--- config.mk ---
export PLATFORM = sky130hd
export DESIGN_NAME = axis_boxcar_average
export DESIGN_NICKNAME = d
export VERILOG_FILES = /design/src/rtl/axis_boxcar_average_pkg.sv /design/src/rtl/boxcar_lane.sv /design/src/rtl/axis_boxcar_average.sv
export SDC_FILE = /design/constraint.sdc
export NUM_CORES = 1
export LEC_CHECK = 0
export CAP_MARGIN = 0
export CELL_PAD_IN_SITES_DETAIL_PLACEMENT = 2
export CELL_PAD_IN_SITES_GLOBAL_PLACEMENT = 2
export CORE_MARGIN = 2
export CORE_UTILIZATION = 46
export DETAILED_ROUTE_END_ITERATION = 10
export GPL_TIMING_DRIVEN = 0
export PLACE_DENSITY_LB_ADDON = 0.05
export SLEW_MARGIN = 30
export SYNTH_ARGS = -nofsm -noshare
export SYNTH_HDL_FRONTEND = slang
export SYNTH_SLANG_ARGS = --single-unit
--- constraint.sdc ---
create_clock -name aclk -period 10.7 [get_ports aclk]
set_input_delay 1.07 -clock aclk [delete_from_list [all_inputs] [get_ports aclk]]
set_output_delay 1.07 -clock aclk [all_outputs]
set_load 0.03 [all_outputs]
--- src/rtl/axis_boxcar_average_pkg.sv ---
// Shared helpers for the AXI-Stream boxcar averager.
// Only constant functions live here; widths are derived per module.
package axis_boxcar_average_pkg;

  function automatic int log2w(input int w);
    int n;
    n = 0;
    for (int i = 0; i < 31; i++) begin
      if ((1 << i) < w) n = i + 1;
    end
    return n;
  endfunction

endpackage

--- src/rtl/boxcar_lane.sv ---
// One lane of the boxcar: sample history, running sum, scaled output.
// The output is the post-update sum with the low L bits dropped.
module boxcar_lane #(
  parameter int CW     = 8,
  parameter int L      = 3,
  parameter bit SIGNED = 1'b0
) (
  input  logic          clk,
  input  logic          rst,
  input  logic          en,
  input  logic          clear,
  input  logic          full,
  input  logic [L-1:0]  ptr,
  input  logic [CW-1:0] din,
  output logic [CW-1:0] avg
);

  localparam int SW    = CW + L;
  localparam int DEPTH = 1 << L;

  logic [CW-1:0] hist [DEPTH];
  logic [CW-1:0] old;
  logic [SW-1:0] sum;
  logic [SW-1:0] sum_next;
  logic [SW-1:0] add;
  logic [SW-1:0] sub;

  always_comb begin
    old = full ? hist[ptr] : '0;
    add = SIGNED ? {{L{din[CW-1]}}, din}
                 : {{L{1'b0}}, din};
    sub = SIGNED ? {{L{old[CW-1]}}, old}
                 : {{L{1'b0}}, old};
    sum_next = sum + add - sub;
  end

  // Top CW bits equal floor(sum/2^L) for both signednesses.
  assign avg = sum_next[SW-1:L];

  always_ff @(posedge clk) begin
    if (rst) begin
      sum <= '0;
    end else if (en) begin
      sum <= clear ? '0 : sum_next;
    end
  end

  always_ff @(posedge clk) begin
    if (en) hist[ptr] <= din;
  end

endmodule

--- src/rtl/axis_boxcar_average.sv ---
// AXI-Stream moving average over WEIGHT samples, per packed lane.
// Single output register; one output beat per accepted input beat.
module axis_boxcar_average
  import axis_boxcar_average_pkg::*;
#(
  parameter int BUS_WIDTH     = 2,
  parameter int CHANNELS      = 1,
  parameter int WEIGHT        = 8,
  parameter int SIGNED        = 0,
  parameter int CLEAR_ON_LAST = 1
) (
  input  logic                   aclk,
  input  logic                   arst,
  input  logic [BUS_WIDTH*8-1:0] s_axis_tdata,
  input  logic                   s_axis_tvalid,
  output logic                   s_axis_tready,
  input  logic                   s_axis_tlast,
  output logic [BUS_WIDTH*8-1:0] m_axis_tdata,
  output logic                   m_axis_tvalid,
  input  logic                   m_axis_tready,
  output logic                   m_axis_tlast,
  output logic                   m_axis_tuser
);

  localparam int DW    = BUS_WIDTH * 8;
  localparam int CW    = DW / CHANNELS;
  localparam int L     = log2w(WEIGHT);
  localparam int CNT_W = L + 1;

  logic [CNT_W-1:0] count;
  logic [CNT_W-1:0] count_next;
  logic [L-1:0]     ptr;
  logic [DW-1:0]    avg_bus;
  logic             accept;
  logic             full;
  logic             clear;

  assign s_axis_tready = ~m_axis_tvalid | m_axis_tready;
  assign accept = s_axis_tvalid & s_axis_tready & ~arst;
  assign full   = (count == CNT_W'(WEIGHT));
  assign clear  = (CLEAR_ON_LAST != 0) & s_axis_tlast;
  assign count_next = full ? count : count + 1'b1;

  for (genvar g = 0; g < CHANNELS; g++) begin : g_lane
    boxcar_lane #(
      .CW     (CW),
      .L      (L),
      .SIGNED (SIGNED != 0)
    ) u_lane (
      .clk   (aclk),
      .rst   (arst),
      .en    (accept),
      .clear (clear),
      .full  (full),
      .ptr   (ptr),
      .din   (s_axis_tdata[g*CW +: CW]),
      .avg   (avg_bus[g*CW +: CW])
    );
  end

  always_ff @(posedge aclk) begin
    if (arst) begin
      m_axis_tvalid <= 1'b0;
      m_axis_tdata  <= '0;
      m_axis_tlast  <= 1'b0;
      m_axis_tuser  <= 1'b0;
      count         <= '0;
      ptr           <= '0;
    end else if (accept) begin
      m_axis_tvalid <= 1'b1;
      m_axis_tdata  <= avg_bus;
      m_axis_tlast  <= s_axis_tlast;
      m_axis_tuser  <= (count_next == CNT_W'(WEIGHT));
      // Pointer wraps by width since WEIGHT is a power of two.
      count <= clear ? '0 : count_next;
      ptr   <= clear ? '0 : ptr + 1'b1;
    end else if (m_axis_tready) begin
      m_axis_tvalid <= 1'b0;
    end
  end

endmodule

# ---- Word-level counts from Yosys, hierarchy flattened
# Memory sizes are Yosys's and may differ from the RTL's. A register that Yosys moved wholly into a read port is not among the register bits.
# Index checks and enable logic that the tools add are counted.
dict set report totals {
  n_memories 1
  ramBits 128
  regBits 45
  inputBits 21
}
# memory depth width read_ports rd_ports_with_merged_regs write_ports line
set mem_list {}
lappend mem_list {{g_lane[0].u_lane.hist} 8 16 1 1 1 boxcar_lane.sv:21} ;# logic [CW-1:0] hist [DEPTH];
dict set report classes {
  reduce_logical 1
  n_bitwise 5
  addsub 4
  muxes 11
  n_eq_ne 2
}
# cell count
set ops {}
lappend ops {{$add 19x16->19} 1}
lappend ops {{$mux 19} 1}
lappend ops {{$sub 19x16->19} 1}
lappend ops {{$mux 16} 1}
lappend ops {{$mux 3} 3}
lappend ops {{$eq 4x4->1 const B} 2}
lappend ops {{$mux 4} 2}
lappend ops {{$add 4x1->4 const B} 1}
lappend ops {{$mux 1} 4}
lappend ops {{$add 3x1->3 const B} 1}
lappend ops {{$and 1x1->1} 2}
lappend ops {{$not 1->1} 2}
lappend ops {{$reduce_bool 2->1} 1}
lappend ops {{$or 1x1->1} 1}

# ---- Longest topological paths before layout
# Gate-level depths: netlist (run 1).
dict set report logic_depth {
  word_depth 6
  mapped_depth 17
  ltp_nobuf 16
}

# ---- Cells and area by module
# Synthesis (run 1) repeated with hierarchy kept, for this count alone.
dict set report unflattened {
  cells_unflattened 708
  area_unflattened_um2 8293.0
}
# mod seq_area_each_um2 cells_per_inst instances area_each_um2
set modules_own_cells {}
lappend modules_own_cells {boxcar_lane 4224.1 576 1 7233.2}
lappend modules_own_cells {axis_boxcar_average 520.5 132 1 1059.8}

# ---- Worst setup path after synthesis (run 1)
# OpenSTA, ideal clock, no wires.
dict set report synth_path {
  path_kind {input to register}
  from {in m_axis_tready}
  to {mem g_lane[0].u_lane.hist[0][0] (netlist name) (enable)}
  cell_stages 5
  t_required_ps 10270
  path_buffers 1
  slack_ps 6768
  setup_ps 430
  arrival_ps 3502
  cell_sequence {nand2b_1 > and2_1 > clkbuf_1 > nand2b_1 > nor4_1}
}
dict set report synth_via {
  elab_chain_cells 5
}
# item line
set synth_lines {}
lappend synth_lines {{start: declaration} axis_boxcar_average.sv:20} ;# input logic m_axis_tready,
lappend synth_lines {{$or 1x1->1} axis_boxcar_average.sv:38} ;# assign s_axis_tready = ~m_axis_tvalid | m_axis_tready;
lappend synth_lines {{$and 1x1->1 (2 in a row)} axis_boxcar_average.sv:39} ;# assign accept = s_axis_tvalid & s_axis_tready & ~arst;
lappend synth_lines {{$mux 1} boxcar_lane.sv:49} ;# if (en) hist[ptr] <= din;
lappend synth_lines {{$mux 1 (not written as such)} boxcar_lane.sv:49}
lappend synth_lines {{end: declaration} boxcar_lane.sv:21}
# Every way passes these cells.

==> results by group, run 1 <==
Status
  – Outcome: complete, no violations

Logic synthesis
  – Largest cells by area after synthesis: edfxtp_1 48%, dfxtp_1 12%, mux4_2 9.0%, fa_1 4.0%, ha_1 3.4%
  – EDFF count, synth: 128
  – Synth Register Bits: between 150 and 200
  – Mapped cell area: approximately 8000 sq um
  – Register area share after synthesis: around 60%
  – Synthesized-area fraction occupied by xor and xnor cells: under 10%
  – Most frequent cell after synthesis: edfxtp_1
  – Async SR Flop Fraction: 0%
  – Post-synthesis adder-cell area fraction: between 7 and 8%
  – Syn nets: between 600 and 700
  – Top_reg_cell synth: edfxtp_1
  – Post-Syn Instances: 580
  – Mux contribution to synthesized area: 11.0%
  – Synth cell count leaders: 128 x edfxtp_1, 66 x inv_1, 48 x dfxtp_1, 39 x nand2_1, 32 x mux4_2
  – Post-synthesis simple-gate area fraction: slightly below 7%
  – Yosys warning count: 0
  – Main combinational cell family by area after synthesis: multiplexers
  – Leading area contributor after synthesis: edfxtp_1
  – Synth unique cells: 50
  – Synth Area in Compound Gates: under 10%
  – Syn Area/Cell: between 10 and 15 sq um
  – Yosys top cell area share: 48.0%

Die
  – Initial Util: around 47%
  – IO Pins: 41
  – Core ar.: approximately 17000 sq um
  – Die Area: about 18000 sq um
  – Die height: roughly 140 um
  – Row Count: between 40 and 50
  – Die X-Extent: roughly 140 um

Clock tree
  – Worst-Skew Late Latency: about 0.45 ns
  – Clock Tree Buf Depth: 2
  – Worst-path clk slew: about 0.07 ns
  – H-tree Lvls: 4
  – Clk root buf: clkbuf_16
  – CTS Buf Count: 17
  – CTS tree: built
  – Sink Count: around 180
  – Post-CTS Hold Buffers: 0
  – Post_cts resized: 0
  – Post-CTS Setup Repair Bufs: 0

STA
  – Max Clk Rate: roughly 0.21 GHz
  – Unrepaired setup endpoints after global routing: no
  – Crit share post-route: between 40% and 50%
  – Hold_ws: about 0.47 ns
  – Worst slew margin: roughly 38%
  – Tmin final: 4.72 ns
  – Final hold violation count: 0
  – Final WS setup: about 6 ns
  – Max Slew Vio Count: 0
  – Setup TNS: 0 ns
  – Slew @ Worst Pin: about 0.93 ns
  – Setup violators final: 0
  – Max Clock Skew: roughly 0.020 ns

Place
  – Half-perimeter wire length after placement: about 16000 um
  – Pre-CTS setup slack: around 6 ns
  – Placed instance area: about 9000 sq um
  – Final GP Congestion: 0.806
  – Port buffer count: 38

Worst setup path
  – R2R Setup Slk: ~6.0 ns
  – Worst EP arrival: between 5 and 6 ns
  – Slowest Stage Delay on Critical Path: around 0.57 ns
  – Buf/Inv on CP: 3
  – CP max-delay cell: mux4_2
  – CP Max Fanout: 10
  – Crit-path leading delay family: compound AO/OA/AOI/OAI gates
  – Cell Chain, Critical Path: clkbuf_1 > buf_2 > mux4_2 > mux2i_1 > nor2_1 > fa_1 > inv_1 > ha_1 > nor2b_1 > o2111ai_1 > and2_1 > o221ai_2 > a31oi_1 > xnor3_1 > o21ai_1
  – Worst Path Required: between 10 and 15 ns
  – Critical path class: reg2reg
  – Crit path launch type: flip-flop
  – Worst Reg2Reg Path Length in Cells: 15
  – Critical path endpoint category: flip-flop
  – Worst R2R End: m_axis_tdata[15]

Power
  – Pint: 1.27 mW
  – Clk pwr share: 38.1%
  – Net Sw Frac: 29.0%
  – Static Leak: 3.36 nW
  – Sw Pwr: ~0.52 mW
  – Logic pwr share: a little under a fifth
  – Max IR drop VDD: 119 uV
  – Power Dens Cells: roughly 190 nW/um^2
  – Sequential power share: between 40% and 50%

Route
  – Vias per inst: between 5 and 6
  – Initial DRC count: slightly above 300
  – DRC Markers: 0
  – Overall routed net length: between 20000 and 25000 um
  – Drt pass-1 iters: 4
  – Detail Route Antenna Nets: 0
  – Wire per inst: around 25 um
  – Vias: ~5100

Global routing
  – Vias in the first global route: between 5000 and 6000
  – Initial antenna violation count: 0
  – Total gr overflow: 0
  – First-pass GRT wire length: about 35000 um
  – Aggregate global-route resource usage: about a quarter
  – Largest net degree at the start of global routing: 19

Final layout
  – Fillers: between 1500 and 2000
  – Fin nets: a little over 700
  – Area delta synth->final: 18.1%
  – Final instance area: between 9000 and 10000 sq um
  – Share of layout cells above drive strength 1: between 10% and 20%
  – Multi-input logic area: 2910 sq um
  – Register area: 4800 sq um
  – # diodes: 0

Hold path
  – Hold path depth: 2
  – Worst hold path startpoint: m_axis_tdata[5]
  – HP Class: reg2reg
  – Hold EP: m_axis_tdata[5]

Run
  – Max Cap Viol: 0
[registers in the layout (all words and copies together), names as in the netlist, named ones only]
signal	cells
m_axis_tdata	16
g_lane.u_lane.hist	128
count	4
m_axis_tvalid	1
m_axis_tuser	1
m_axis_tlast	1
ptr	3
g_lane.u_lane.sum	19
[metal layers]
metal	GRT usage, %	vias up	share of wire [%]
met5	0	-	0
met4	7.81	0	1.4
met3	4.55	25	3.7
met2	46.6	111	53
met1	32.4	2682	42
li1	-	2270	-
[worst min-delay path, cell delays in order (launching register included)]
cell,delay [ns]
dfxtp_1,0.31
nand2_1,0.05
a21oi_1,0.06
[cell families (layout without fill, tap and decap cells)]
group                    count (synthesis)  after routing
multiplexers                            48             48
AND/OR/NAND/NOR                        115            115
AO/OA/AOI/OAI                           94             94
XOR/XNOR                                19             19
flip-flops                             176            176
buffers and inverters                   90            172
adder cells (fa/ha/maj)                 38             38
[worst max path at each step]
| stage | startpoint | endpoint | slack [ns] | depth (start not counted) |
|---|---|---|---|---|
| floorplan | m_axis_tready | g_lane[0].u_lane.hist[0][0] | 6.77 | 5 |
| global placement | m_axis_tready | g_lane[0].u_lane.hist[0][14] | 4.80 | 6 |
| detailed placement | flip-flop | m_axis_tdata[15] | 6.05 | 15 |
| CTS | flip-flop | m_axis_tdata[15] | 5.93 | 15 |
| global route | flip-flop | m_axis_tdata[15] | 5.68 | 15 |
| finish | flip-flop | m_axis_tdata[15] | 5.98 | 15 |
[cells in the final DEF, fill, tap and decap left out, drive strengths merged, types with 17 or more instances in the layout]
cell and instances:
dfxtp 48, mux4 32, nand2 39, inv 73, o21ai 17, a22o 21
a21oi 23, nor2 33, edfxtp 128, ha 22, clkdlybuf4s50 38, clkbuf 35
buf 18
[through the flow]
stage | utilization [%] | cells | total power, mW
3_3_place_gp | 50.5 | 843 | 1.09
3_5_place_dp | 51.3 | 855 | 1.11
5_1_grt | 55.0 | 887 | 1.85
6_report | 55.0 | 887 | 1.79
2_1_floorplan | - | 580 | 1.00
4_1_cts | 55.0 | 887 | 1.80
[power groups by stage]
stage               registers [mW]  logic, mW  clock network, mW
floorplan                    0.808      0.192                  0
global placement             0.786      0.306                  0
detailed placement           0.788      0.326                  0
CTS                          0.773      0.337              0.689
global route                 0.776      0.363              0.716
finish                       0.773      0.334              0.680
[final cells by class]
cell class	instances	area share, %
clock inverters	15	2.32
inverters	66	2.62
plain buffers	24	1.02
multi-input cells	314	30.8
flip-flops and latches	176	50.8
repair buffers	50	5.00
clock buffers	17	4.50
well taps	225	2.98
Power figures use the tool's default switching activity.
==> run 2, diff against run 1 <==
--- a/config.mk
+++ b/config.mk
@@ -9,7 +9,7 @@
 export CELL_PAD_IN_SITES_DETAIL_PLACEMENT = 2
 export CELL_PAD_IN_SITES_GLOBAL_PLACEMENT = 2
 export CORE_MARGIN = 2
-export CORE_UTILIZATION = 46
+export CORE_UTILIZATION = 43
 export DETAILED_ROUTE_END_ITERATION = 10
 export GPL_TIMING_DRIVEN = 0
 export PLACE_DENSITY_LB_ADDON = 0.05
==> constraint.sdc (replaced) <==
create_clock -name aclk -period 4.9 [get_ports aclk]
set_input_delay 0.49 -clock aclk [delete_from_list [all_inputs] [get_ports aclk]]
set_output_delay 0.49 -clock aclk [all_outputs]
set_load 0.03 [all_outputs]
==> results by group, run 2 (synthesis results as in run 1) <==
Final layout
  – Register area: 4800 sq um (unchanged)
  – Fin nets: 709 (+0.14%)
  – Top reg by flops: g_lane.u_lane.hist
  – Multi-input logic area: 2910 sq um (unchanged)
  – Max reg flops: 128 (unchanged)
  – Layout Cells excl Fill: 892 (+0.56%)
  – Share of layout cells above drive strength 1: 14.6% (-0.022 points)
  – Fillers: 1700 (+7.2%)
  – Commonest non-fill, non-tap cells in the layout: 128 x edfxtp_1, 66 x inv_1, 48 x dfxtp_1, 39 x nand2_1, 38 x clkdlybuf4s50_1
  – # diodes: 0 (unchanged)
  – Area delta synth->final: 17.7%
  – Commonest non-fill, non-tap cell in the layout: edfxtp_1
  – Core Util, Final: 51.9% (-3.1 points)
  – Largest regs: g_lane.u_lane.hist: 128 flops, g_lane.u_lane.sum: 19 flops, m_axis_tdata: 16 flops

Route
  – DRC Markers: 0 (unchanged)
  – Drt pass-1 iters: 6 (+2)
  – Vias: 4944 (-2.8%)
  – Vias per inst: 5.54 (-3.4%)
  – Overall routed net length: 21300 um (-5.3%)
  – Initial DRC count: 345 (+11%)
  – Wire per inst: 23.9 um (-5.8%)
  – Detail Route Antenna Nets: 0 (unchanged)

Die
  – Row Count: 49 (+2.1%)
  – Core ar.: 18100 sq um (+5.7%)
  – Die height: 140 um (+3.3%)
  – Die Area: 19700 sq um (+6.8%)
  – Die X-Extent: 140 um (+3.3%)
  – Initial Util: 44.1% (-2.5 points)
  – IO Pins: 41 (unchanged)

Clock tree
  – Worst-path clk slew: 0.08 ns (about the same)
  – CTS tree: built
  – Clk root buf: clkbuf_16
  – H-tree Lvls: 4 (unchanged)
  – Post_cts resized: 0 (unchanged)
  – Sink Count: 176 (unchanged)
  – Clock Tree Buf Depth: 2 (unchanged)
  – CTS Buf Count: 17 (unchanged)
  – Post-CTS Setup Repair Bufs: 0 (unchanged)
  – Post-CTS Hold Buffers: 0 (unchanged)
  – Worst-Skew Late Latency: 0.44 ns (about the same)

Global routing
  – Largest net degree at the start of global routing: 20 (+1)
  – Initial antenna violation count: 0 (unchanged)
  – Total gr overflow: 0 (unchanged)
  – Aggregate global-route resource usage: 23.2% (-2.8 points)
  – First-pass GRT wire length: 33900 um (-1.9%)
  – Vias in the first global route: 5651 (-0.28%)

Worst setup path
  – Worst Path Required: 5.25 ns (-5.82 ns)
  – CP max-delay cell: mux4_2
  – Critical path endpoint category: flip-flop
  – Crit-path leading delay family: compound AO/OA/AOI/OAI gates
  – Crit path launch type: flip-flop
  – Buf/Inv on CP: 3 (unchanged)
  – Cell Chain, Critical Path: clkbuf_1 > buf_2 > mux4_2 > mux2i_1 > nor2_1 > fa_1 > inv_1 > ha_1 > and2_4 > a221oi_1 > o221ai_2 > a31oi_1 > xnor3_1 > o21ai_1
  – CP Max Fanout: 10 (unchanged)
  – Slowest Stage Delay on Critical Path: 0.55 ns (-0.02 ns)
  – Critical path class: reg2reg
  – Worst EP arrival: 4.90 ns (-0.19 ns)

Place
  – Pre-CTS setup slack: 0.360 ns (-5.69 ns)
  – Half-perimeter wire length after placement: 15300 um (-2.8%)
  – Final GP Congestion: 0.803 (-0.29%)
  – Cells after DPL: 860 (+0.58%)
  – Port buffer count: 38 (unchanged)

Power
  – Logic pwr share: 18.9% (+0.2 points)
  – Sequential power share: 45.0% (+1.7 points)
  – Pint: 2.62 mW (+110%)
  – Net Sw Frac: 30.1% (+1.0 points)
  – Sw Pwr: 1.13 mW (+120%)
  – Power Dens Cells: 398 nW/um^2 (+110%)
  – Max IR drop VDD: 271 uV (+130%)
  – Clk pwr share: 36.2% (-1.9 points)
  – Static Leak: 3.35 nW (-0.45%)

STA
  – Unrepaired setup endpoints after global routing: no
  – Slew @ Worst Pin: 0.858 ns (-0.0768 ns)
  – Worst slew margin: 42.8% (+5.1 points)
  – Max Slew Vio Count: 0 (unchanged)
  – Crit share post-route: 92.9% (+49 points)
  – Tmin final: 4.55 ns (-0.166 ns)
  – Setup violators final: 0 (unchanged)
  – Final WS setup: 0.350 ns (-5.63 ns)
  – Final hold violation count: 0 (unchanged)
  – Max Clock Skew: 0.0147 ns (-0.00554 ns)
  – Max Clk Rate: 0.220 GHz (+3.7%)

Run
  – Max Cap Viol: 0 (unchanged)

Hold path
  – HP Class: reg2reg

Status
  – Outcome: complete, no violations
## run 2: changes by cell type in the layout (fill, tap and decap cells not counted), sizes merged
| cell | change |
|---|---|
| clkbuf | +2 |
| clkinvlp | -2 |
| clkinv | +4 |
| bufinv | -3 |
## run 2: path summary, 6_finish.rpt
kind                         from          endpoint  slack, ns  cells after the start
setup / recovery        flip-flop  m_axis_tdata[15]       0.35                     14
hold / removal    m_axis_tdata[3]   m_axis_tdata[3]       0.46                      2
setup reg to reg        flip-flop  m_axis_tdata[15]       0.35                     14
hold reg to reg   m_axis_tdata[3]   m_axis_tdata[3]       0.46                      2
## run 2: routing by layer
metal  track usage [%]  share of wire, %  wire length, um  vias up
li1                  -                 -                -     2271
met1              31.2                46             9780     2553
met2              39.2                49            10500       98
met3              3.83               2.8              591       22
met4              7.00               1.8              382        0
met5                 0                 0                0        -
## run 2: final cells by class
class,instances,area share (%)
Clock inverter,14,1.71
Sequential cell,176,51.0
Multi-Input combinational cell,314,30.9
Clock buffer,18,4.56
Inverter,66,2.63
Tap cell,229,3.04
Buffer,24,1.05
Timing Repair Buffer,51,5.15
## run 2: stage by stage
stage	setup TNS (ns)	cell area (sq um)	hold slack, ns	power, mW
final	0	9420	0.461	3.75
after global routing	0	9420	0.491	3.91
after CTS	0	9420	0.466	3.78
after detailed placement	0	8830	0.457	2.42
after global placement	-5.88	8670	0.439	2.39
after floorplan	0	8010	0.425	2.18
## run 2: worst register-to-register path: stages (launching register included)
cell      delay [ns]
dfxtp_1         0.31
clkbuf_1        0.27
buf_2           0.46
mux4_2          0.56
mux2i_1         0.23
nor2_1          0.10
fa_1            0.51
inv_1           0.06
ha_1            0.39
and2_4          0.22
a221oi_1        0.32
o221ai_2        0.21
a31oi_1         0.43
xnor3_1         0.28
o21ai_1         0.12
## run 2: power by group through the flow
stage / clock network (mW) / logic (mW) / registers [mW]
CTS: 1.38 / 0.716 / 1.69
floorplan: 0 / 0.420 / 1.76
global route: 1.44 / 0.782 / 1.69
detailed placement: 0 / 0.706 / 1.72
finish: 1.36 / 0.707 / 1.69
global placement: 0 / 0.671 / 1.72
